<file path="src/rtl/fetch_pkg.sv">
// Shared types and constants for the instruction-fetch stage.
// Epoch storage is sized for up to 2**(EPOCH_W_MAX-1) outstanding requests.
package fetch_pkg;

  localparam int XLEN = 32;
  localparam logic [XLEN-1:0] INSTR_NOP = 32'h0000_0013;
  localparam logic [XLEN-1:0] PC_STEP = 32'd4;
  localparam int EPOCH_W_MAX = 8;

  typedef struct packed {
    logic [XLEN-1:0]        pc;
    logic [EPOCH_W_MAX-1:0] epoch;
  } inflight_t;

  typedef struct packed {
    logic [XLEN-1:0] pc;
    logic [XLEN-1:0] instr;
    logic            misalign;
  } fetch_entry_t;

  function automatic logic [XLEN-1:0] alignPc(input logic [XLEN-1:0] pc);
    return {pc[XLEN-1:2], 2'b00};
  endfunction

endpackage

</file>
<file path="src/rtl/fetch_if.sv">
// Redirect, imem and decode-side signals of the fetch stage.
// FETCH_MISALIGN_TRAP_EN adds the if_misalign flag toward decode.
interface fetch_if;
  import fetch_pkg::*;

  logic            redirect_valid;
  logic [XLEN-1:0] redirect_pc;
  logic            imem_req_valid;
  logic            imem_req_ready;
  logic [XLEN-1:0] imem_req_addr;
  logic            imem_rsp_valid;
  logic [XLEN-1:0] imem_rsp_data;
  logic            if_valid;
  logic            if_ready;
  logic [XLEN-1:0] if_pc;
  logic [XLEN-1:0] if_instr;
  logic [XLEN-1:0] fetch_pc;
`ifdef FETCH_MISALIGN_TRAP_EN
  logic            if_misalign;
`endif

  modport master (
    input  redirect_valid, redirect_pc, imem_req_ready, imem_rsp_valid,
           imem_rsp_data, if_ready,
    output imem_req_valid, imem_req_addr, if_valid, if_pc, if_instr, fetch_pc
`ifdef FETCH_MISALIGN_TRAP_EN
    , output if_misalign
`endif
  );

  modport slave (
    output redirect_valid, redirect_pc, imem_req_ready, imem_rsp_valid,
           imem_rsp_data, if_ready,
    input  imem_req_valid, imem_req_addr, if_valid, if_pc, if_instr, fetch_pc
`ifdef FETCH_MISALIGN_TRAP_EN
    , input if_misalign
`endif
  );

endinterface

</file>
<file path="src/rtl/fetch_queue.sv">
// Synchronous FIFO with flush; a flush may coincide with a push, which then
// becomes the only entry. Head reads as zero while empty.
module fetch_queue #(
  parameter int WIDTH = 32,
  parameter int DEPTH = 2
) (
  input  logic                       clk,
  input  logic                       rst,
  input  logic                       push_i,
  input  logic [WIDTH-1:0]           data_i,
  input  logic                       pop_i,
  input  logic                       flush_i,
  output logic [WIDTH-1:0]           head_o,
  output logic [$clog2(DEPTH+1)-1:0] count_o,
  output logic                       empty_o,
  output logic                       full_o
);

  localparam int PW = (DEPTH > 1) ? $clog2(DEPTH) : 1;
  localparam int CW = $clog2(DEPTH+1);

  logic [WIDTH-1:0] mem_q [DEPTH];
  logic [PW-1:0]    wrPtr_q, wrPtr_d, rdPtr_q, rdPtr_d, wrIdx;
  logic [CW-1:0]    count_q, count_d;
  logic             doPush, doPop;

  function automatic logic [PW-1:0] nextPtr(input logic [PW-1:0] p);
    return (p == PW'(DEPTH-1)) ? '0 : p + PW'(1);
  endfunction

  assign empty_o = (count_q == '0);
  assign full_o  = (count_q == CW'(DEPTH));
  assign count_o = count_q;
  assign head_o  = empty_o ? '0 : mem_q[rdPtr_q];
  assign doPush  = push_i && (flush_i || !full_o);
  assign doPop   = pop_i && !empty_o && !flush_i;
  assign wrIdx   = flush_i ? '0 : wrPtr_q;

  always_comb begin
    wrPtr_d = wrPtr_q;
    rdPtr_d = rdPtr_q;
    count_d = count_q;
    if (flush_i) begin
      rdPtr_d = '0;
      wrPtr_d = doPush ? nextPtr('0) : '0;
      count_d = doPush ? CW'(1) : '0;
    end else begin
      if (doPush) wrPtr_d = nextPtr(wrPtr_q);
      if (doPop)  rdPtr_d = nextPtr(rdPtr_q);
      count_d = count_q + CW'(doPush) - CW'(doPop);
    end
  end

  always_ff @(posedge clk) begin
    if (rst) begin
      wrPtr_q <= '0;
      rdPtr_q <= '0;
      count_q <= '0;
    end else begin
      wrPtr_q <= wrPtr_d;
      rdPtr_q <= rdPtr_d;
      count_q <= count_d;
    end
  end

  always_ff @(posedge clk) begin
    if (doPush) mem_q[wrIdx] <= data_i;
  end

endmodule

</file>
<file path="src/rtl/fetch_unit.sv">
// Fetch PC register, in-order imem request issue and decode-side queue.
// FETCH_MISALIGN_TRAP_EN enables the misaligned-redirect trap entry.
module fetch_unit import fetch_pkg::*; #(
  parameter logic [XLEN-1:0] RESET_PC        = 32'h0000_0000,
  parameter int              QUEUE_DEPTH     = 2,
  parameter int              MAX_OUTSTANDING = 2
) (
  input logic      clk,
  input logic      rst,
  fetch_if.master  bus
);

  localparam int EPOCH_W = $clog2(MAX_OUTSTANDING) + 1;
  localparam int ICW     = $clog2(MAX_OUTSTANDING + 1);
  localparam int QCW     = $clog2(QUEUE_DEPTH + 1);

  logic [XLEN-1:0]    fetchPc_q, fetchPc_d, redirTarget;
  logic [EPOCH_W-1:0] epoch_q, epoch_d;
  logic               issueOk, reqFire, rspPop, keepRsp, trapRedirect, halted;
  inflight_t          inflPush, inflHead;
  logic [ICW-1:0]     inflCnt;
  logic               inflEmpty, inflFull;
  fetch_entry_t       outPush, outHead;
  logic [QCW-1:0]     outCnt;
  logic               outEmpty, outFull, outPushEn, outPop;
  logic               unusedSink;

`ifdef FETCH_MISALIGN_TRAP_EN
  logic halted_q, halted_d;

  assign trapRedirect    = bus.redirect_valid && (bus.redirect_pc[1:0] != 2'b00);
  assign redirTarget     = bus.redirect_pc;
  assign halted          = halted_q;
  assign bus.if_misalign = outHead.misalign;
  assign unusedSink      = ^{inflFull, outFull, inflHead.epoch};

  // A misaligned target parks fetch until some later redirect restarts it.
  always_comb begin
    halted_d = halted_q;
    if (bus.redirect_valid) halted_d = trapRedirect;
  end

  always_ff @(posedge clk) begin
    if (rst) halted_q <= 1'b0;
    else     halted_q <= halted_d;
  end
`else
  assign trapRedirect = 1'b0;
  assign redirTarget  = alignPc(bus.redirect_pc);
  assign halted       = 1'b0;
  assign unusedSink   = ^{inflFull, outFull, inflHead.epoch, outHead.misalign,
                          bus.redirect_pc[1:0]};
`endif

  // Credit counts both outstanding requests and buffered entries, so a
  // response always has room in the output queue.
  assign issueOk = !rst && !bus.redirect_valid && !halted &&
                   (int'(inflCnt) < MAX_OUTSTANDING) &&
                   (int'(inflCnt) + int'(outCnt) < QUEUE_DEPTH);

  assign bus.imem_req_valid = issueOk;
  assign bus.imem_req_addr  = fetchPc_q;
  assign bus.fetch_pc       = fetchPc_q;
  assign bus.if_valid       = !outEmpty;
  assign bus.if_pc          = outHead.pc;
  assign bus.if_instr       = outHead.instr;

  assign reqFire   = issueOk && bus.imem_req_ready;
  assign rspPop    = bus.imem_rsp_valid && !inflEmpty;
  assign keepRsp   = rspPop && !bus.redirect_valid &&
                     (inflHead.epoch[EPOCH_W-1:0] == epoch_q);
  assign outPushEn = keepRsp || trapRedirect;
  assign outPop    = bus.if_valid && bus.if_ready && !bus.redirect_valid;

  always_comb begin
    inflPush = '{pc: fetchPc_q, epoch: EPOCH_W_MAX'(epoch_q)};
    if (trapRedirect) outPush = '{pc: bus.redirect_pc, instr: INSTR_NOP, misalign: 1'b1};
    else              outPush = '{pc: inflHead.pc, instr: bus.imem_rsp_data, misalign: 1'b0};
  end

  always_comb begin
    fetchPc_d = fetchPc_q;
    epoch_d   = epoch_q;
    if (bus.redirect_valid) begin
      fetchPc_d = redirTarget;
      epoch_d   = epoch_q + EPOCH_W'(1);
    end else if (reqFire) begin
      fetchPc_d = fetchPc_q + PC_STEP;
    end
  end

  always_ff @(posedge clk) begin
    if (rst) begin
      fetchPc_q <= RESET_PC;
      epoch_q   <= '0;
    end else begin
      fetchPc_q <= fetchPc_d;
      epoch_q   <= epoch_d;
    end
  end

  fetch_queue #(.WIDTH($bits(inflight_t)), .DEPTH(MAX_OUTSTANDING)) uInflight (
    .clk     (clk),
    .rst     (rst),
    .push_i  (reqFire),
    .data_i  (inflPush),
    .pop_i   (rspPop),
    .flush_i (1'b0),
    .head_o  (inflHead),
    .count_o (inflCnt),
    .empty_o (inflEmpty),
    .full_o  (inflFull)
  );

  fetch_queue #(.WIDTH($bits(fetch_entry_t)), .DEPTH(QUEUE_DEPTH)) uOutQueue (
    .clk     (clk),
    .rst     (rst),
    .push_i  (outPushEn),
    .data_i  (outPush),
    .pop_i   (outPop),
    .flush_i (bus.redirect_valid),
    .head_o  (outHead),
    .count_o (outCnt),
    .empty_o (outEmpty),
    .full_o  (outFull)
  );

endmodule

</file>
<file path="src/flat_wrapper.sv">
// flat-port wrapper written by rule: the top's interface ports become plain ports
module fetch_unit_flat import fetch_pkg::*;
#(
  parameter logic [XLEN-1:0] RESET_PC        = 32'h0000_0000,
  parameter int              QUEUE_DEPTH     = 2,
  parameter int              MAX_OUTSTANDING = 2
)
  (clk, rst, bus_redirect_valid, bus_redirect_pc, bus_imem_req_ready, bus_imem_rsp_valid, bus_imem_rsp_data, bus_if_ready, bus_imem_req_valid, bus_imem_req_addr, bus_if_valid, bus_if_pc, bus_if_instr, bus_fetch_pc);
  fetch_if bus_i ();
  input logic clk;
  input logic rst;
  input wire logic [$bits(bus_i.redirect_valid)-1:0] bus_redirect_valid;
  input wire logic [$bits(bus_i.redirect_pc)-1:0] bus_redirect_pc;
  input wire logic [$bits(bus_i.imem_req_ready)-1:0] bus_imem_req_ready;
  input wire logic [$bits(bus_i.imem_rsp_valid)-1:0] bus_imem_rsp_valid;
  input wire logic [$bits(bus_i.imem_rsp_data)-1:0] bus_imem_rsp_data;
  input wire logic [$bits(bus_i.if_ready)-1:0] bus_if_ready;
  output wire logic [$bits(bus_i.imem_req_valid)-1:0] bus_imem_req_valid;
  output wire logic [$bits(bus_i.imem_req_addr)-1:0] bus_imem_req_addr;
  output wire logic [$bits(bus_i.if_valid)-1:0] bus_if_valid;
  output wire logic [$bits(bus_i.if_pc)-1:0] bus_if_pc;
  output wire logic [$bits(bus_i.if_instr)-1:0] bus_if_instr;
  output wire logic [$bits(bus_i.fetch_pc)-1:0] bus_fetch_pc;
  assign bus_i.redirect_valid = bus_redirect_valid;
  assign bus_i.redirect_pc = bus_redirect_pc;
  assign bus_i.imem_req_ready = bus_imem_req_ready;
  assign bus_i.imem_rsp_valid = bus_imem_rsp_valid;
  assign bus_i.imem_rsp_data = bus_imem_rsp_data;
  assign bus_i.if_ready = bus_if_ready;
  assign bus_imem_req_valid = bus_i.imem_req_valid;
  assign bus_imem_req_addr = bus_i.imem_req_addr;
  assign bus_if_valid = bus_i.if_valid;
  assign bus_if_pc = bus_i.if_pc;
  assign bus_if_instr = bus_i.if_instr;
  assign bus_fetch_pc = bus_i.fetch_pc;
  fetch_unit #(.RESET_PC(RESET_PC), .QUEUE_DEPTH(QUEUE_DEPTH), .MAX_OUTSTANDING(MAX_OUTSTANDING)) u_core (.clk(clk), .rst(rst), .bus(bus_i));
endmodule
</file>
<file path="config.mk">
export PLATFORM = sky130hd
export DESIGN_NAME = fetch_unit_flat
export DESIGN_NICKNAME = d
export VERILOG_FILES = /design/src/rtl/fetch_pkg.sv /design/src/rtl/fetch_if.sv /design/src/rtl/fetch_queue.sv /design/src/rtl/fetch_unit.sv /design/src/flat_wrapper.sv
export SDC_FILE = /design/constraint.sdc
export NUM_CORES = 1
export LEC_CHECK = 0
export ABC_AREA = 1
export BUFFER_PORTS_ARGS = -buffer_cell sky130_fd_sc_hd__clkbuf_2
export CAP_MARGIN = 20
export CORE_UTILIZATION = 55
export CTS_CLUSTER_SIZE = 28
export DETAILED_ROUTE_END_ITERATION = 10
export PLACE_DENSITY = 0.8
export SYNTH_ARGS = -nofsm -noshare
export SYNTH_HDL_FRONTEND = slang
export SYNTH_SLANG_ARGS = --single-unit
</file>
<file path="constraint.sdc">
create_clock -name clk -period 5.45 [get_ports clk]
set_clock_uncertainty 0.05 [all_clocks]
set_input_delay 0.545 -clock clk [delete_from_list [all_inputs] [get_ports clk]]
set_output_delay 0.545 -clock clk [all_outputs]
set_load 0.02 [all_outputs]
</file>
==> impl_metrics.toml <==
[routing]
drt_drc_violations_left = 0
drtIter0Drc = 553
drt_pass1_iterations = 5
viasPerCell = 5.299
postRouteWirelength_mm = 22.22
antenna_left = 0
wl_per_cell_um = 16.13
vias = 7302

[timing]
setup_tns_ns = 0
period_share = 0.5701
finalMaxSlewViolations = 0
setup_slack_ns = 2.343
fin_crit_ns = 3.107
fmax_ghz = 0.3218
rsz0062_at_grt = "no"
finalSetupViolations = 0
hold_viol_final = 0
worst_pin_slew_ns = 1.029
slew_headroom = 0.3134

[clock_network]
cts_root_buf = "clkbuf_16"
cts_tree = "built"
post_cts_buffers = 0
ctsHoldBuffers = 0
clkTransAtPathRegs_ns = 0.06
insertion_delay_ns = 0.51
numCtsBuffers = 24
cts_sinks = 230
cts.path.max_buffers = 3
htreeDepth = 1
ctsResizeCount = 0

[critical_path]
path_class = "flop to primary output"
required_ns = 4.86
path_delay_family = "buffers and inverters"
end_kind = "primary output"
r2r_slack_ns = 2.48
slowest_stage = "buf_4"
r2r_cells = 11
crit_path_max_incr_delay_ns = 0.54
start_kind = "flop"
worstPathMaxFanout = 63
cp.arrival_ns = 2.51
worst-path-buf-inv = 4
r2r-end = "u_core.uOutQueue.mem_q[1][26]"
cp_cell_sequence = "buf_4 > inv_2 > buf_12 > nand2_1 > a21oi_1 > clkbuf_2"

[cells_and_area]
utilization = 0.6675
finalInstanceArea_sq_mm = 0.01167
area.growth.synth_to_final_pct = 17.31
nets = 1211
antenna_cells = 0
final_layout_size_suffix_gt1_frac = 0.2264

[min_path]
min_path_cells = 1
worstHoldStart = "bus_imem_rsp_data[5]"
hold_path_end = "u_core.uOutQueue.mem_q[0][5]"
hold_class = "input pin to flop"

[die]
core_sq_mm = 0.01748
die-area_sq_mm = 0.01862
start_util = 0.5690
ios = 200
chipWidth_um = 136.5
rows = 48
die_h_um = 136.5

[global_routing]
grt_pass1_vias = 6810
overflow = 0
grt_pass1_wl_mm = 33.96
antenna_found_initial = 0
grt_usage = 0.2374
grt_start_max_net_pins = 64

[pwr]
ir_worst_vdd_mv = 0.2511
p_leak_nw = 4.765
p_per_area_mw_per_mm2 = 371.2

[synth]
synth_top_area_cell = "edfxtp_1"
ys.flop_type = "edfxtp_1"
synth.area.top_cells = "edfxtp_1 57%, nand2_1 13%, dfxtp_1 8.5%, a21oi_1 5.9%, buf_4 2.9%"
avgSynthCellArea_sq_um = 10.15
synthArstFlopShare = 0
syn_inst = 980
ys_types = 35
synth_most_common_cell = "nand2_1"
ys_top_cells_by_count = "333 x nand2_1, 188 x edfxtp_1, 117 x a21oi_1"
yosysWarnings = 0
ys_seq_area_frac = 0.6522
ys_ff_latch = 230
synth_edf_count = 188
synth_top_area_share = 0.5677
synthesis.area_sq_mm = 0.009945

[place]
placed_area_sq_mm = 0.01085
place_ws_ns = 2.122
portBuffers = 191
routabilityCongestion = 0.9204
hpwl_mm = 13.90

[run]
max-cap-violations = 0

[run_status]
status = "finished, final reports clean"
worst max-delay path by stage:
| stage | start | end | slack [ns] | depth (start not counted) |
|---|---|---|---|---|
| floorplan | bus_redirect_valid | u_core.uOutQueue.mem_q[0][0] | 0.65 | 8 |
| global placement | bus_redirect_valid | u_core.uOutQueue.mem_q[1][18] | 2.15 | 9 |
| detailed placement | bus_redirect_valid | u_core.uOutQueue.mem_q[1][18] | 2.12 | 9 |
| CTS | flop | u_core.uOutQueue.mem_q[1][26] | 2.07 | 9 |
| global route | flop | bus_if_pc[22] | 2.19 | 6 |
| finish | flop | bus_if_pc[13] | 2.34 | 6 |
placed cells by master, fill, tap and decap left out, types with 7 or more instances in the layout:
master	Yosys	routed
nand2_1	333	333
clkbuf_2	0	191
edfxtp_1	188	188
a21oi_1	117	116
nor2_1	63	59
inv_1	54	54
dfxtp_1	42	41
nand3_1	28	28
clkbuf_16	0	25
o21ai_0	18	18
xor2_1	12	12
a31oi_1	10	10
clkinv_2	1	7
worst register-to-register path, stage by stage, from the launching register on:
cell and delay (ns):
dfxtp_1 0.31, buf_4 0.33, inv_1 0.18, buf_16 0.21
nand2_1 0.11, nand3_1 0.09, nand2_1 0.07, nand3_1 0.07
nor2_1 0.14, inv_1 0.14, nor2_4 0.60, buf_12 0.33
stage by stage:
stage	hold WS, ns	total power [mW]	instances
detailed placement	0.4003	2.785	1332
global route	0.1576	4.511	1378
CTS	0.1583	4.341	1376
global placement	0.3852	2.756	1332
floorplan	0.3757	2.601	985
finish	0.1751	4.330	1378
final cells by class:
cell class / instances / area (sq um)
Clock inverter: 16 / 128.9
Tap cell: 225 / 281.5
Multi-Input combinational cell: 620 / 2840
Inverter: 59 / 222.7
Clock buffer: 28 / 636.9
Timing Repair Buffer: 200 / 1069
Fill cell: 1326 / 5811
Sequential cell: 230 / 6487
kinds of logic after synthesis:
| logic type | after synthesis | synth area share |
|---|---|---|
| compound gates | 150 | 0.07801 |
| xor+xnor | 14 | 0.01233 |
| fa+ha+maj | 6 | 0.008304 |
| buf+inv | 135 | 0.06719 |
| flops | 230 | 0.6522 |
| other cells | 1 | 0.0003771 |
| simple gates | 444 | 0.1816 |
state kept, by name (all words and copies together) (netlist names), named ones only:
register and flops:
u_core.uOutQueue.rdPtr_q 1, u_core.uOutQueue.count_o 2, u_core.bus.fetch_pc 30, u_core.uOutQueue.mem_q 124
u_core.epoch_q 2, u_core.uOutQueue.wrPtr_q 1, u_core.uInflight.wrPtr_q 1, u_core.uInflight.mem_q 64
u_core.uInflight.rdPtr_q 1, u_core.uInflight.count_o 2
where the power goes:
group          total, mW  internal [mW]  leakage, nW  switching (mW)
combinational      0.629          0.177         2.32           0.452
sequential          2.14           2.07         2.07          0.0722
clock               1.56          0.930        0.379           0.631
metal layers:
layer / GRT usage / part of all wire
met4: 0.07654 / 0.019
met5: 0 / 0
met2: 0.3971 / 0.48
met1: 0.3147 / 0.41
met3: 0.04027 / 0.091
Power figures use the tool's default switching activity.
